File: src/rtl/inst_pkg.sv
// ============================================================================
//  Module      : inst_pkg
//  Description : Shared constants for the instruction prefetch stage and the
//                controller: ARM condition codes, fetch FSM states, NZCV bits.
//  Revision    : 1.0  initial release
// ============================================================================
`default_nettype none

package inst_pkg;

    localparam logic [3:0] COND_EQ = 4'h0;
    localparam logic [3:0] COND_NE = 4'h1;
    localparam logic [3:0] COND_CS = 4'h2;
    localparam logic [3:0] COND_CC = 4'h3;
    localparam logic [3:0] COND_MI = 4'h4;
    localparam logic [3:0] COND_PL = 4'h5;
    localparam logic [3:0] COND_VS = 4'h6;
    localparam logic [3:0] COND_VC = 4'h7;
    localparam logic [3:0] COND_HI = 4'h8;
    localparam logic [3:0] COND_LS = 4'h9;
    localparam logic [3:0] COND_GE = 4'hA;
    localparam logic [3:0] COND_LT = 4'hB;
    localparam logic [3:0] COND_GT = 4'hC;
    localparam logic [3:0] COND_LE = 4'hD;
    localparam logic [3:0] COND_AL = 4'hE;
    localparam logic [3:0] COND_NV = 4'hF;

    typedef enum logic [1:0] {
        ST_IDLE  = 2'd0,
        ST_FETCH = 2'd1,
        ST_FLUSH = 2'd2
    } state_t;

    localparam int NZCV_N = 3;
    localparam int NZCV_Z = 2;
    localparam int NZCV_C = 1;
    localparam int NZCV_V = 0;

endpackage

`default_nettype wire

File: src/rtl/cond_check.sv
// ============================================================================
//  Module      : cond_check
//  Description : Combinational ARM condition-code evaluator against NZCV.
//  Revision    : 1.0  initial release
// ============================================================================
`default_nettype none

module cond_check
    import inst_pkg::*;
(
    input  logic [3:0] i_cond,
    input  logic [3:0] i_nzcv,
    output logic       o_pass
);

    logic w_n;
    logic w_z;
    logic w_c;
    logic w_v;

    assign w_n = i_nzcv[NZCV_N];
    assign w_z = i_nzcv[NZCV_Z];
    assign w_c = i_nzcv[NZCV_C];
    assign w_v = i_nzcv[NZCV_V];

    always_comb begin
        o_pass = 1'b0;
        case (i_cond)
            COND_EQ: o_pass = w_z;
            COND_NE: o_pass = ~w_z;
            COND_CS: o_pass = w_c;
            COND_CC: o_pass = ~w_c;
            COND_MI: o_pass = w_n;
            COND_PL: o_pass = ~w_n;
            COND_VS: o_pass = w_v;
            COND_VC: o_pass = ~w_v;
            COND_HI: o_pass = w_c & ~w_z;
            COND_LS: o_pass = ~w_c | w_z;
            COND_GE: o_pass = (w_n == w_v);
            COND_LT: o_pass = (w_n != w_v);
            COND_GT: o_pass = ~w_z & (w_n == w_v);
            COND_LE: o_pass = w_z | (w_n != w_v);
            COND_AL: o_pass = 1'b1;
            // The reserved encoding never executes.
            COND_NV: o_pass = 1'b0;
            default: o_pass = 1'b0;
        endcase
    end

endmodule

`default_nettype wire

File: src/rtl/inst_prefetch.sv
// ============================================================================
//  Module      : inst_prefetch
//  Description : Instruction prefetch from a 1-cycle ROM into a small FIFO,
//                with PC redirect/flush and head condition-pass evaluation.
//  Revision    : 1.0  initial release
// ============================================================================
`default_nettype none

module inst_prefetch
    import inst_pkg::*;
#(
    parameter int ADDR_W = 6,
    parameter int DEPTH  = 2
)(
    input  logic              clk,
    input  logic              Rst,
    output logic [ADDR_W-1:0] Mem_addr,
    output logic              Mem_req,
    input  logic [31:0]       Mem_data,
    input  logic              Take_IR,
    input  logic              Redirect,
    input  logic [ADDR_W-1:0] Redirect_addr,
    input  logic [3:0]        NZCV,
    output logic              IR_valid,
    output logic [31:0]       IR,
    output logic [ADDR_W-1:0] IR_addr,
    output logic              flag
);

    localparam int PTR_W = (DEPTH > 1) ? $clog2(DEPTH) : 1;
    localparam int CNT_W = PTR_W + 1;
    localparam int RES_W = CNT_W + 1;

    state_t            r_state;
    logic [ADDR_W-1:0] r_pc;
    logic              r_inflight;
    logic [ADDR_W-1:0] r_infl_addr;
    logic [31:0]       r_data_mem [DEPTH];
    logic [ADDR_W-1:0] r_addr_mem [DEPTH];
    logic [PTR_W-1:0]  r_head;
    logic [PTR_W-1:0]  r_tail;
    logic [CNT_W-1:0]  r_count;

    logic              w_pop;
    logic              w_push;
    logic              w_req;
    logic              w_pass;
    logic [RES_W-1:0]  w_reserved;
    logic [31:0]       w_head_data;

    assign IR_valid    = (r_count != '0);
    assign w_pop       = Take_IR & IR_valid;
    // A redirect kills the word returning this cycle.
    assign w_push      = r_inflight & ~Redirect;
    // Slots held plus slots promised to the in-flight read, after this pop.
    assign w_reserved  = RES_W'(r_count) + RES_W'(r_inflight) - RES_W'(w_pop);
    assign w_req       = (r_state == ST_FETCH) & ~Redirect & (w_reserved < RES_W'(DEPTH));

    assign Mem_req     = w_req;
    assign Mem_addr    = r_pc;

    assign w_head_data = r_data_mem[r_head];
    assign IR          = IR_valid ? w_head_data : '0;
    assign IR_addr     = IR_valid ? r_addr_mem[r_head] : '0;
    assign flag        = IR_valid & w_pass;

    cond_check u_cond_check (
        .i_cond (w_head_data[31:28]),
        .i_nzcv (NZCV),
        .o_pass (w_pass)
    );

    always_ff @(posedge clk or posedge Rst) begin
        if (Rst) begin
            r_state     <= ST_IDLE;
            r_pc        <= '0;
            r_inflight  <= 1'b0;
            r_infl_addr <= '0;
            r_head      <= '0;
            r_tail      <= '0;
            r_count     <= '0;
        end else begin
            r_inflight <= w_req;
            if (w_req) begin
                r_infl_addr <= r_pc;
            end

            if (Redirect) begin
                r_pc    <= Redirect_addr;
                r_head  <= '0;
                r_tail  <= '0;
                r_count <= '0;
            end else begin
                if (w_req) begin
                    r_pc <= r_pc + ADDR_W'(1);
                end
                if (w_push) begin
                    r_tail <= r_tail + PTR_W'(1);
                end
                if (w_pop) begin
                    r_head <= r_head + PTR_W'(1);
                end
                r_count <= r_count + CNT_W'(w_push) - CNT_W'(w_pop);
            end

            case (r_state)
                ST_IDLE:  r_state <= ST_FETCH;
                ST_FETCH: if (Redirect)  r_state <= ST_FLUSH;
                ST_FLUSH: if (!Redirect) r_state <= ST_FETCH;
                default:  r_state <= ST_IDLE;
            endcase
        end
    end

    // Storage needs no reset: entries are only visible while counted.
    always_ff @(posedge clk) begin
        if (w_push) begin
            r_data_mem[r_tail] <= Mem_data;
            r_addr_mem[r_tail] <= r_infl_addr;
        end
    end

endmodule

`default_nettype wire

File: config.mk
export PLATFORM = sky130hd
export DESIGN_NAME = inst_prefetch
export DESIGN_NICKNAME = d
export VERILOG_FILES = /design/src/rtl/inst_pkg.sv /design/src/rtl/cond_check.sv /design/src/rtl/inst_prefetch.sv
export SDC_FILE = /design/constraint.sdc
export NUM_CORES = 1
export LEC_CHECK = 0
export ABC_AREA = 1
export BUFFER_PORTS_ARGS = -buffer_cell sky130_fd_sc_hd__buf_4
export CAP_MARGIN = 15
export CORE_UTILIZATION = 50
export CTS_CLUSTER_SIZE = 16
export DETAILED_ROUTE_END_ITERATION = 10
export PLACE_DENSITY_LB_ADDON = 0.15
export SLEW_MARGIN = 20
export SYNTH_ARGS = -nofsm -noshare
export SYNTH_HDL_FRONTEND = slang
export SYNTH_SLANG_ARGS = --single-unit
File: constraint.sdc
create_clock -name clk -period 3.99 [get_ports clk]
set_input_delay 0.798 -clock clk [delete_from_list [all_inputs] [get_ports clk]]
set_output_delay 0.798 -clock clk [all_outputs]
set_load 0.03 [all_outputs]
==> results of run 1 <==
worst max-delay path, delay by kind of cell, from the launching register on:
kind            cells  cell delay (ns)
buf+inv             2             0.34
simple gates        5             0.77
flops               1             0.52
fa+ha+maj           2             0.78
compound gates      1             0.08
synth_stat cells:
| library cell | n |
|---|---|
| a21oi_1 | 37 |
| buf_2 | 4 |
| buf_4 | 2 |
| buf_6 | 2 |
| buf_8 | 1 |
| clkbuf_1 | 6 |
| dfrtp_1 | 19 |
| edfxtp_1 | 76 |
| fa_1 | 1 |
| ha_1 | 4 |
| inv_1 | 26 |
| inv_4 | 1 |
| inv_6 | 1 |
| nand2_1 | 130 |
| nand2_2 | 2 |
| nand2_4 | 2 |
| nand3_1 | 14 |
| nor2_1 | 21 |
| nor2_2 | 1 |
| nor3_1 | 1 |
| o211ai_1 | 2 |
| o21ai_0 | 5 |
| o21ai_1 | 4 |
| o21ai_2 | 1 |
| o221ai_1 | 3 |
| or2_2 | 2 |
| xnor2_1 | 2 |
| xor2_1 | 5 |
flip-flops by register name (all words and copies together) (netlist names):
register and cells:
r_inflight 1, Mem_addr 6, r_tail 1, r_count 2, r_state 2, r_infl_addr 6, r_data_mem 64, r_addr_mem 12
r_head 1
per-stage QoR:
step / total power [mW] / area (µm²) / setup WS [ns]
final: 3.63 / 5070 / 0.360
after global routing: 3.85 / 5070 / 0.175
after CTS: 3.66 / 5070 / 0.359
after detailed placement: 2.98 / 4860 / 0.409
after global placement: 2.95 / 4860 / 0.502
after floorplan: 2.43 / 4070 / 0.621
cells by family (layout without fill, tap and decap cells):
| logic type | count (synthesis) | after routing | share of synthesized area |
|---|---|---|---|
| and+or+nand+nor | 173 | 173 | 0.171 |
| DFF | 95 | 95 | 0.677 |
| AOI/OAI and AO/OA | 52 | 52 | 0.0688 |
| buffers and inverters | 43 | 140 | 0.0510 |
| xor gates and xnor gates | 7 | 7 | 0.0151 |
| adders and majority gates | 5 | 5 | 0.0172 |
cell type report:
type	instances	area share
clock buffers	9	0.0244
inverters	28	0.0222
repair buffers	97	0.144
well taps	102	0.0252
flip-flops and latches	95	0.544
clock inverters	6	0.0182
multi-input cells	237	0.223
final timing paths:
| kind | endpoint | startpoint | cells after the start | slack, ns |
|---|---|---|---|---|
| max reg2reg | Mem_addr[5] | r_count[1] | 11 | 1.26 |
| min in group asynchronous | r_state[1] | Rst | 2 | 0.57 |
| min | r_addr_mem[1][0] | r_infl_addr[0] | 0 | 0.49 |
| min reg2reg | r_addr_mem[1][0] | r_infl_addr[0] | 0 | 0.49 |
| max in group asynchronous | r_head | Rst | 2 | 2.91 |
| max | Mem_req | r_count[1] | 10 | 0.36 |
power breakdown:
part / total [mW] / leakage [nW] / internal [mW] / switching, mW
registers: 1.34 / 0.927 / 1.22 / 0.123
clock network: 0.683 / 0.102 / 0.354 / 0.329
logic: 1.61 / 1.16 / 0.539 / 1.07
total: 3.63 / 2.19 / 2.11 / 1.52
cell usage in the layout, fill, tap and decap left out, drive strengths merged, types with 3 or more instances in the layout:
cell	count
edfxtp	76
a21oi	37
nand2	134
nand3	14
inv	30
o21ai	10
nor2	22
xor2	5
ha	4
dfrtp	19
clkbuf	9
o221ai	3
buf	97
metal layers:
| layer | track usage | vias to the layer above | share of wire |
|---|---|---|---|
| li1 | - | 1431 | - |
| met1 | 0.241 | 1362 | 0.42 |
| met2 | 0.363 | 73 | 0.51 |
| met3 | 0.0357 | 10 | 0.052 |
| met4 | 0.0742 | 0 | 0.015 |
| met5 | 0 | - | 0 |
==> results.toml, run 1 <==
[outcome]
status = "completed"

[synth]
syn_nets = 426
synth_cell_type_count = 28
yosysSeqAreaShare = 0.677
synth.avg_cell_area_um2 = 10.9
syn_inst = 375
synth_top_area_share = 0.560
ys_top_cells_by_area = "edfxtp_1 56%, nand2_1 12%, dfrtp_1 12%"
synth-seq-cells = 95
synth_top_area_cell = "edfxtp_1"
syn_area_um2 = 4070
synth_warnings = 0

[critical_path]
cp_cell_sequence = "nor2_4 > nor2_1 > ha_1 > or2_2 > fa_1 > nand2_1 > nor2_1 > o21ai_2 > inv_1 > buf_4"
cpMaxStageDelayCell = "dfrtp_1"
crit_type = "reg2out"
crit_arrival_ns = 2.83
critical_path_required_ns = 3.19
cp-end-kind = "output pin"
worst_setup_path_start_kind = "flop"
crit_fanout = 5
cpMostUsedCell = "nor2_1"
max_stage_delay_ns = 0.52

[timing]
hold_violations = 0
worst_pin_slew_ns = 0.745
fmax_mhz = 276
max_slew_margin = 0.503
drv_slew = 0
period_share = 0.910
min_period_ns = 3.63
rsz0062_at_grt = "false"
fin_hold_ws_ns = 0.486
skew_ns = 0.0109
setup_viol = 0
tns_ns = 0

[clock_tree]
clock_latency_ns = 0.35
post_cts_buffers = 0
cts_max_level = 3
clockRootBuffer = "clkbuf_8"
clock-sinks = 95
cts_tree = "done"
clkTransAtPathRegs_ns = 0.09
cts_buffers = 9
cts.repair.resized = 0
cts_buffer_depth = 2
ctsHoldBuffers = 0

[global_routing]
grt_pass1_vias = 2836
grt_max_degree = 42
grt_usage = 0.202
antenna_found_initial = 0
grt_pass1_wl_um = 13000
grt_overflow = 0

[floorplan]
std_cell_rows = 32
initial_core_util = 0.522
fp.dieH_um = 92.3
core_um2 = 7810
io_pins = 93
floorplan.die_area_um2 = 8510
die_w_um = 92.3

[finish]
multi_input_area_um2 = 1130
instances_no_fill = 574
area_delta_synth_final_pct = 24.6
drive_gt1_frac = 0.267
utilization = 0.650
regArea_um2 = 2760
fill_cells = 628
finish.net_count = 519
n_antenna_cell = 0

[power_and_ir_drop]
leakagePower_nw = 2.19
peakVddDrop_v = 0.000388
power_density_nw_per_um2 = 716

[detailed_routing]
viasPerCell = 5.01
wl_per_cell_um = 14.1
routed_wl_um = 8090
drc = 0
dr.pass1.iters = 4
dr_total_vias = 2876
antenna_left = 0
initialDrtViolationCount = 178

[placed_design]
gp_congestion = 0.824
dpl.hpwl_um = 5320
dpl.cell_count = 559
io_buffers = 92

[worst_hold_path]
min_path_type = "reg2reg"

[run]
max-cap-violations = 0
No activity file was read; power rests on OpenSTA's default activity.
==> inputs of run 2 (changes only) <==
- BUFFER_PORTS_ARGS: -buffer_cell sky130_fd_sc_hd__buf_4 -> -buffer_cell sky130_fd_sc_hd__buf_2
- MAX_ROUTING_LAYER: not set -> met4
==> results.toml, run 2 (same netlist as run 1, synthesis figures left out) <==
[timing]
min_period_ns = 3.67
setup_viol = 0
worst_pin_slew_ns = 0.860
period_share = 0.919
skew_ns = 0.00931
max_slew_margin = 0.425
rsz0062_at_grt = "false"
tns_ns = 0
setup_slack_ns = 0.324
fmax_mhz = 273
hold_violations = 0
drv_slew = 0

[critical_path]
max_stage_delay_ns = 0.51
r2r_slack_ns = 1.19
crit_fanout = 5
r2r_cells = 13
worst_setup_path_start_kind = "flop"
cp_cell_sequence = "nor2_4 > nor2_1 > ha_1 > or2_2 > fa_1 > nand2_1 > nor2_1 > o21ai_2 > inv_1 > buf_2"
crit_buf_inv = 2
crit_type = "reg2out"
cpMostUsedCell = "nor2_1"
r2r-end = "Mem_addr[5]"
cp-end-kind = "output pin"
crit_arrival_ns = 2.87
path_delay_family = "simple AND/OR/NAND/NOR gates"
cpMaxStageDelayCell = "dfrtp_1"
critical_path_required_ns = 3.19
r2r_start = "r_count[1]"

[detailed_routing]
drc = 0
wl_per_cell_um = 13.6
initialDrtViolationCount = 122
routed_wl_um = 7830
dr_total_vias = 2863
viasPerCell = 4.98
dr.pass1.iters = 4
antenna_left = 0

[placed_design]
gp_congestion = 0.835
dpl.hpwl_um = 5090
pre_cts_ws_ns = 0.356
io_buffers = 92

[finish]
utilization = 0.617
top_register = "r_data_mem"
n_antenna_cell = 0
largest_registers = "r_data_mem: 64 flops, r_addr_mem: 12 flops"
fill_cells = 684
final_common_cell = "nand2_1"
largest_register_ffs = 64
drive_gt1_frac = 0.262
area_delta_synth_final_pct = 18.2
finish.net_count = 519
mostFrequentLayoutCells = "130 x nand2_1, 92 x buf_2, 76 x edfxtp_1, 37 x a21oi_1, 26 x inv_1"

[power_and_ir_drop]
power_frac_clock = 0.177
seqPwrFrac = 0.395
swShare = 0.437
intPower_mw = 1.92
peakVddDrop_v = 0.000383
leakagePower_nw = 2.13
p_comb_frac = 0.428
power_density_nw_per_um2 = 707
p_sw_mw = 1.49

[clock_tree]
clock-sinks = 95
cts_tree = "done"
clkTransAtPathRegs_ns = 0.09
post_cts_buffers = 0
cts_max_level = 3
cts.repair.resized = 0
ctsHoldBuffers = 0
clock_latency_ns = 0.35
cts_buffer_depth = 2
clockRootBuffer = "clkbuf_8"
cts_buffers = 9

[global_routing]
grt_pass1_vias = 2795
antenna_found_initial = 0
grt_usage = 0.203
grt_overflow = 0
grt_max_degree = 42
grt_pass1_wl_um = 12600

[worst_hold_path]
min_path_type = "reg2reg"
hold_start = "r_infl_addr[0]"
holdPathEnd = "r_addr_mem[0][0]"
hold_depth = 0

[floorplan]
fp.dieH_um = 92.3
floorplan.die_area_um2 = 8510
std_cell_rows = 32
initial_core_util = 0.522
die_w_um = 92.3
core_um2 = 7810
io_pins = 93

[outcome]
status = "completed"

[run]
max-cap-violations = 0
[run 2: stage by stage]
step           total power, mW  cell area (µm²)  hold slack, ns  instances
2_1_floorplan             2.43             4070           0.442        375
6_report                  3.40             4820           0.486        575
4_1_cts                   3.43             4820           0.485        575
5_1_grt                   3.61             4820           0.496        575
3_3_place_gp              2.81             4630           0.456        559
3_5_place_dp              2.83             4630           0.466        559
[run 2: final cells by class]
type | instances | area (µm²) | share of cell area
Sequential cell | 95 | 2760 | 0.573
Timing Repair Buffer | 97 | 498 | 0.103
Multi-Input combinational cell | 237 | 1130 | 0.235
Clock buffer | 10 | 128 | 0.0265
Inverter | 28 | 113 | 0.0234
Tap cell | 102 | 128 | 0.0265
Clock inverter | 6 | 61.3 | 0.0127
[run 2: per-layer routing]
layer / track usage / vias to the layer above / part of all wire
met2: 0.351 / 70 / 0.51
met4: 0.0833 / 0 / 0.012
li1: - / 1435 / -
met5: - / - / 0
met1: 0.230 / 1347 / 0.43
met3: 0.0415 / 11 / 0.043
[run 2: worst max path at each step]
stage | startpoint | endpoint | cells after the start
2_1_floorplan | Take_IR | Mem_req | 9
3_5_place_dp | Take_IR | Mem_req | 11
5_1_grt | r_count[1] | Mem_req | 10
4_1_cts | r_count[1] | Mem_req | 10
6_report | r_count[1] | Mem_req | 10
3_3_place_gp | Take_IR | Mem_req | 11
[run 2: power by group through the flow]
stage	Combinational (mW)	Sequential (mW)	Clock (mW)
6_report	1.46	1.34	0.601
5_1_grt	1.60	1.36	0.651
4_1_cts	1.47	1.34	0.616
3_3_place_gp	1.45	1.36	0
3_5_place_dp	1.47	1.36	0
2_1_floorplan	1.06	1.37	0
